[src/rtl/conv_line_sched.sv]
// conv_line_sched: steers pixels into four rotating line buffers and reads three of them in lockstep as 3x3 windows.
// Optional WINDOW_REG_EN registers o_window/o_window_valid (1-cycle latency); otherwise they are combinational.
module conv_line_sched #(
   parameter int LINE_W      = 512,
   parameter int RD_PER_LINE = LINE_W - 2
) (
   input  logic        i_clk,
   input  logic        i_rst,
   input  logic [7:0]  i_pixel_data,
   input  logic        i_pixel_valid,
   output logic        o_pixel_ready,
   output logic [7:0]  o_lb_wr_data,
   output logic [3:0]  o_lb_wr_valid,
   input  logic [95:0] i_lb_rd_data,
   output logic [3:0]  o_lb_rd_en,
   output logic [71:0] o_window,
   output logic        o_window_valid,
   output logic        o_intr
);
   localparam int CW = $clog2(LINE_W);
   localparam logic [CW-1:0] LAST_COL = CW'(LINE_W - 1);
   localparam logic [CW-1:0] LAST_RD  = CW'(RD_PER_LINE - 1);
   localparam logic [0:0] S_IDLE = 1'b0;
   localparam logic [0:0] S_RD   = 1'b1;

   logic [0:0]    r_state;
   logic [CW-1:0] r_wr_col;
   logic [CW-1:0] r_rd_cnt;
   logic [1:0]    r_wr_sel;
   logic [1:0]    r_rd_sel;
   logic [2:0]    r_lines_full;
   logic          r_intr;
   logic          w_acc;
   logic          w_wr_wrap;
   logic          w_rd;
   logic          w_row_end;
   logic [23:0]   w_lb [4];
   logic [71:0]   w_win;

   assign o_pixel_ready = r_lines_full != 3'd4;
   assign w_acc         = i_pixel_valid & o_pixel_ready;
   assign w_wr_wrap     = w_acc && r_wr_col == LAST_COL;
   assign w_rd          = r_state == S_RD;
   assign w_row_end     = w_rd && r_rd_cnt == LAST_RD;
   assign o_lb_wr_data  = i_pixel_data;
   assign o_lb_wr_valid = w_acc ? 4'b1 << r_wr_sel : 4'b0;
   assign o_lb_rd_en    = w_rd ? (4'b1 << r_rd_sel) | (4'b1 << (r_rd_sel + 2'd1)) | (4'b1 << (r_rd_sel + 2'd2)) : 4'b0;
   assign o_intr        = r_intr;

   genvar g;
   for (g = 0; g < 4; g++) begin : g_lb
      assign w_lb[g] = i_lb_rd_data[24*g +: 24];
   end

   // row0 is the oldest line, held in the buffer at rd_sel
   assign w_win = w_rd ? {w_lb[r_rd_sel + 2'd2], w_lb[r_rd_sel + 2'd1], w_lb[r_rd_sel]} : 72'b0;

   always_ff @(posedge i_clk) begin
      if (i_rst) begin
         r_state      <= S_IDLE;
         r_wr_col     <= '0;
         r_wr_sel     <= 2'd0;
         r_rd_sel     <= 2'd0;
         r_rd_cnt     <= '0;
         r_lines_full <= 3'd0;
         r_intr       <= 1'b0;
      end else begin
         if (w_acc) r_wr_col <= w_wr_wrap ? '0 : r_wr_col + 1'b1;
         if (w_wr_wrap) r_wr_sel <= r_wr_sel + 2'd1;
         r_lines_full <= r_lines_full + {2'b0, w_wr_wrap} - {2'b0, w_row_end};
         r_intr       <= w_row_end;
         if (!w_rd) begin
            r_rd_cnt <= '0;
            if (r_lines_full >= 3'd3) r_state <= S_RD;
         end else begin
            r_rd_cnt <= r_rd_cnt + 1'b1;
            if (w_row_end) begin
               r_state  <= S_IDLE;
               r_rd_sel <= r_rd_sel + 2'd1;
            end
         end
      end
   end

`ifdef WINDOW_REG_EN
   logic [71:0] r_window;
   logic        r_window_valid;
   always_ff @(posedge i_clk) begin
      if (i_rst) begin
         r_window       <= 72'b0;
         r_window_valid <= 1'b0;
      end else begin
         r_window       <= w_win;
         r_window_valid <= w_rd;
      end
   end
   assign o_window       = r_window;
   assign o_window_valid = r_window_valid;
`else
   assign o_window       = w_win;
   assign o_window_valid = |o_lb_rd_en;
`endif
endmodule
[config.mk]
export PLATFORM = sky130hd
export DESIGN_NAME = conv_line_sched
export DESIGN_NICKNAME = d
export VERILOG_FILES = /design/src/rtl/conv_line_sched.sv
export SDC_FILE = /design/constraint.sdc
export NUM_CORES = 1
export LEC_CHECK = 0
export CAP_MARGIN = 15
export CELL_PAD_IN_SITES_DETAIL_PLACEMENT = 0
export CELL_PAD_IN_SITES_GLOBAL_PLACEMENT = 1
export CORE_UTILIZATION = 48
export CTS_CLUSTER_DIAMETER = 150
export DETAILED_ROUTE_END_ITERATION = 10
export DONT_BUFFER_PORTS = 1
export PLACE_DENSITY_LB_ADDON = 0.1
export SYNTH_ARGS = -nofsm -noshare
export SYNTH_HDL_FRONTEND = slang
export SYNTH_SLANG_ARGS = --single-unit
[constraint.sdc]
create_clock -name i_clk -period 2.76 [get_ports i_clk]
set_clock_uncertainty 0.05 [all_clocks]
set_input_delay 0.276 -clock i_clk [delete_from_list [all_inputs] [get_ports i_clk]]
set_output_delay 0.276 -clock i_clk [all_outputs]
set_load 0.005 [all_outputs]
### After elaboration in Yosys (flattened, before gate mapping)

Index checks and enable logic that the tools add are counted.

| word-level totals | value |
|---|---|
| register bits | 27 |
| bits of input ports | 107 |

| cells by class | value |
|---|---|
| $add $sub $neg | 7 |
| order comparisons | 4 |
| equality and inequality tests | 3 |
| shift operators | 4 |
| mux-type cells | 16 |
| bitwise gates (word level) | 7 |
| reduce and logical (&&, ||, !) cells | 5 |

Operators by type and width:

| cell | number |
|---|---|
| binary-select mux 24 bit (select 2 bit) | 3 |
| 2-to-1 mux 24 bit | 6 |
| 2-to-1 mux 72 bit | 1 |
| adder 9 x 1 -> 9 bit, second input constant | 2 |
| equality test 9 bit, second input constant | 2 |
| left shift 1 x 2 -> 4 bit, first input constant | 4 |
| >= comparator 3 bit, second input constant | 3 |
| 2-to-1 mux 9 bit | 1 |
| inverter 2 -> 3 bit | 3 |
| 2-to-1 mux 4 bit | 2 |
| OR 4 bit | 2 |
| adder 2 x 1 -> 2 bit, second input constant | 2 |
| OR reduction 4 bit | 1 |
| adder 3 x 1 -> 3 bit | 1 |
| >= comparator 3 x 2 -> 1 bit, second input constant | 1 |
| 2-to-1 mux 1 bit | 3 |
| inequality test 3 bit, second input constant | 1 |
| subtractor 3 x 1 -> 3 bit | 1 |
| adder 2 bit, second input constant | 1 |
| logical AND 1 bit | 2 |
| AND reduction 2 bit | 1 |
| OR reduction 2 bit | 1 |
| AND 1 bit | 1 |
| inverter 1 bit | 1 |

### Depth between registers and ports, before layout

| depth | value |
|---|---|
| depth in word-level cells | 6 |
| mapped depth | 12 |
| mapped depth without buffers | 12 |

### Least setup slack after synthesis

OpenSTA, ideal clock, no wires.

| timing path | value |
|---|---|
| path type | register to output |
| from | register r_rd_sel[1] |
| to | output port o_window[44] |
| data arrival time | 2,220 ps |
| data required time | 2,434 ps |
| path slack | 214 ps |
| cell stages (with the launch flop) | 10 |
| path buffers | 5 |
| cell sequence | dfxtp_1 -> buf_2 -> buf_4 -> buf_4 -> inv_1 -> ha_1 -> buf_2 -> buf_6 -> mux4_2 -> and2_1 |

| between the ends | value |
|---|---|
| word-level cells in the longest chain between the ends | 6 |

RTL lines:

| element | RTL line | source |
|---|---|---|
| from (decl) | 30 | `logic [1:0] r_rd_sel;` |
| from (signal assigned) | 79 | `r_rd_sel <= r_rd_sel + 2'd1;` |
| adder 2 x 1 -> 2 bit | 56 | `assign w_win = w_rd ? {w_lb[r_rd_sel + 2'd2], w_lb[r_rd_sel + 2'd1], w_lb[r_rd_sel]} : 72'b0;` |
| inverter 2 -> 3 bit (implied by the code) | 56 |  |
| binary-select mux 24 bit (select 2 bit) | 56 |  |
| 2-to-1 mux 24 bit (implied by the code) (2 in a row) | 56 |  |
| 2-to-1 mux 72 bit | 56 |  |
| to (decl) | 16 | `output logic [71:0] o_window,` |

No other way between the ends. The select of a mux whose other input is x is not followed.

### Worst setup path after layout

| timing path | value |
|---|---|
| from | register r_rd_sel[0] |
| to | output port o_window[44] |

Same word-level chain as after synthesis.

==> impl_metrics.toml <==
[run_status]
status = "completed"

[drt]
vias_per_cell = 6.59
remaining_drc_errors = 0
num_vias = 2696
drt_iter0_drc = 101
ant_nets = 0
wl_per_cell_um = 20.6
drt_wl_total_mm = 8.42
drt_pass1_iterations = 4

[synth]
synthTopCellsByArea = "mux4_2, dfxtp_1, and2_1"
yosysTopAreaCell = "mux4_2"
yosys-top-cells-count = "and2_1, mux4_2, dfxtp_1"
syn_nets = 459
syn_inst = 336
ys_types = 35
seq_area_frac_synth_pct = 14.5
ys.warnings.count = 0
ys_seq_elements = 27
synth-edff-count = 0
syn_area_mm2 = 0.00372
synth_top_area_share_pct = 43.6
ys.flop_type = "dfxtp_1"
syn_avg_cell_area_um2 = 11.1
async_flop_share_pct = 0

[critical_path]
cp_top_family = "multiplexers"
crit_chain = "inv_1 -> ha_1 -> buf_4 -> mux4_2 -> and2_1"
arrival_ns = 2.06
critPathMaxFanout = 21
startpoint_type = "flop"
cp_slowest_stage_delay_ns = 0.55
critPathRequiredTime_ns = 2.43
crit_slowest_cell = "mux4_2"
critPathBufInv = 2
end_kind = "primary output"
path_class = "flop to primary output"

[place]
hpwlAfterDp_mm = 6.43
portBuffers = 0
dpl-instance-area_mm2 = 0.00366
post-place-ws_ns = 0.440
globalplace.congestion = 0.735

[global_routing]
globalRouteTotalUtil_pct = 20.4
gr-total-overflow = 0
grt_max_degree = 76
grt_pass1_vias = 2540
antenna_found_initial = 0
grt_pass1_wl_mm = 13.4

[cts]
clk_pin_slew_worst_paths_ns = 0.10
cts_buffer_depth = 2
cts-resized-gates = 0
root_buffer = "clkbuf_8"
postCtsSetupRepairBufs = 0
cts-buffers-inserted = 3
ctsHtreeMaxLevel = 1
insertion_delay_ns = 0.28
clkSinkCount = 27
cts_tree = "built"

[power_and_ir_drop]
power_density_mw_per_mm2 = 193
power.net_switching_mw = 0.151
cellLeakagePower_nw = 1.17
sw_frac_of_total_pct = 21.0
p_int_mw = 0.567
power_frac_clock_pct = 32.2
p_comb_share_pct = 13.2
total_power_mw = 0.718
vdd_drop_max_uv = 255
seqPwrFrac_pct = 54.7

[sta]
worstMarginPinSlew_ns = 0.625
hold_ws_ns = 0.0243
fin_ws_ns = 0.376
fin_crit_sh_pct = 86.4
rsz0062_at_grt = "false"
setup-tns-final_ns = 0
maxSlewHeadroom_pct = 58.1
drv_slew = 0
timing.final.hold_violations = 0
setup_viol = 0
fmax_ghz = 0.419
fin_crit_ns = 2.38

[worst_hold_path]
min_path_type = "primary input to flop"

[floorplanning]
start_util_pct = 50.4
row_count = 31
coreArea_mm2 = 0.00737
io_pins = 198
die_y_um = 90.0
die_w_um = 90.0
die_area_mm2 = 0.00810

[layout]
area_growth_pct = 0.0338
drive_gt1_share_pct = 29.7
final_area_mm2 = 0.00372
diodes = 0
final_nets = 434

[job]
max_cap_violations = 0
-- power by group through the flow --
stage	logic, mW	clock network, mW	registers (mW)
4_1_cts	0.0954	0.244	0.392
2_1_floorplan	0.0979	0	0.402
3_5_place_dp	0.0928	0	0.401
3_3_place_gp	0.0915	0	0.401
5_1_grt	0.102	0.254	0.393
6_report	0.0946	0.231	0.392
-- flip-flops by register name, indices dropped and copies added (netlist names) --
signal        flops
r_wr_col          9
r_rd_sel          2
r_wr_sel          2
r_state           1
r_rd_cnt          9
o_intr            1
r_lines_full      3
-- cell families (layout without fill, tap and decap cells) --
family / count (synthesis) / in the layout / share of synthesized area (%)
AO/OA/AOI/OAI: 33 / 33 / 5.02
XOR/XNOR: 4 / 4 / 0.943
adder cells (fa/ha/maj): 16 / 16 / 5.59
buffers and inverters: 51 / 25 / 8.28
flip-flops: 27 / 27 / 14.5
multiplexers: 75 / 75 / 44.5
AND/OR/NAND/NOR: 130 / 130 / 21.1
-- placed cells by master, fill, tap and decap left out --
cell           count
mux4_2            72
and2_1            72
dfxtp_1           24
ha_1              15
nor2_1            14
a21oi_1           14
inv_1             13
o21ai_0           11
nand3_1           10
nand2_1            8
or4_1              5
or3_1              5
nand4_1            4
and3_1             4
o31ai_1            4
buf_4              4
xor2_1             3
clkbuf_8           3
or3_2              2
mux2i_1            2
nor4_1             2
buf_12             2
dfxtp_2            2
nand4_4            1
nor3_4             1
nor3b_2            1
inv_2              1
o21ai_1            1
xnor2_1            1
a311oi_1           1
mux2_2             1
nor2b_1            1
o211ai_1           1
a311o_1            1
fa_1               1
clkinv_2           1
dlygate4sd3_1      1
dfxtp_4            1
-- what timing repair did --
item / 4_1_cts / 5_1_grt
hold endpoints to repair: 6 / 0
hold buffers: 1 / 0
setup endpoints to repair: 0 / 0
-- per-stage QoR --
stage	cells	utilization, %
final	409	50.4
after global routing	409	50.4
after CTS	409	50.4
after detailed placement	404	49.7
after global placement	404	49.7
after floorplan	336	-
-- worst paths after layout --
| check | cells after the start | end | slack (ns) | start |
|---|---|---|---|---|
| min reg2reg | 2 | r_wr_col[8]$_SDFFE_PP0P_ | 0.44 | r_wr_col[8]$_SDFFE_PP0P_ |
| max | 5 | o_window[44] | 0.38 | r_rd_sel[0]$_SDFFE_PP0P_ |
| max reg2reg | 12 | r_lines_full[2]$_SDFF_PP0_ | 0.43 | r_wr_col[0]$_SDFFE_PP0P_ |
| min | 1 | o_intr$_SDFF_PP0_ | 0.02 | i_rst |
-- per-layer routing --
metal	global-route usage, %	up-vias	routed length [um]
li1	-	1225	-
met5	0	-	0
met4	7.39	0	250
met3	5.33	17	695
met2	35.4	106	4310
met1	24.4	1348	3170
-- layout make-up --
type	instances	area (um2)
Multi-Input combinational cell	258	2870
Fill cell	675	3650
Tap cell	99	124
Inverter	14	52.6
Sequential cell	27	547
Clock buffer	3	41.3
Clock inverter	1	5.00
Timing Repair Buffer	7	80.1
-- worst reg2reg max path: stages, from the launching register on --
cell     delay [ns]
dfxtp_1        0.37
ha_1           0.22
nand3_1        0.09
nor2_1         0.10
ha_1           0.22
nand3_1        0.10
ha_1           0.27
inv_1          0.05
ha_1           0.13
inv_1          0.05
fa_1           0.37
xor2_1         0.16
nor2_1         0.05
Power figures use the tool's default switching activity.
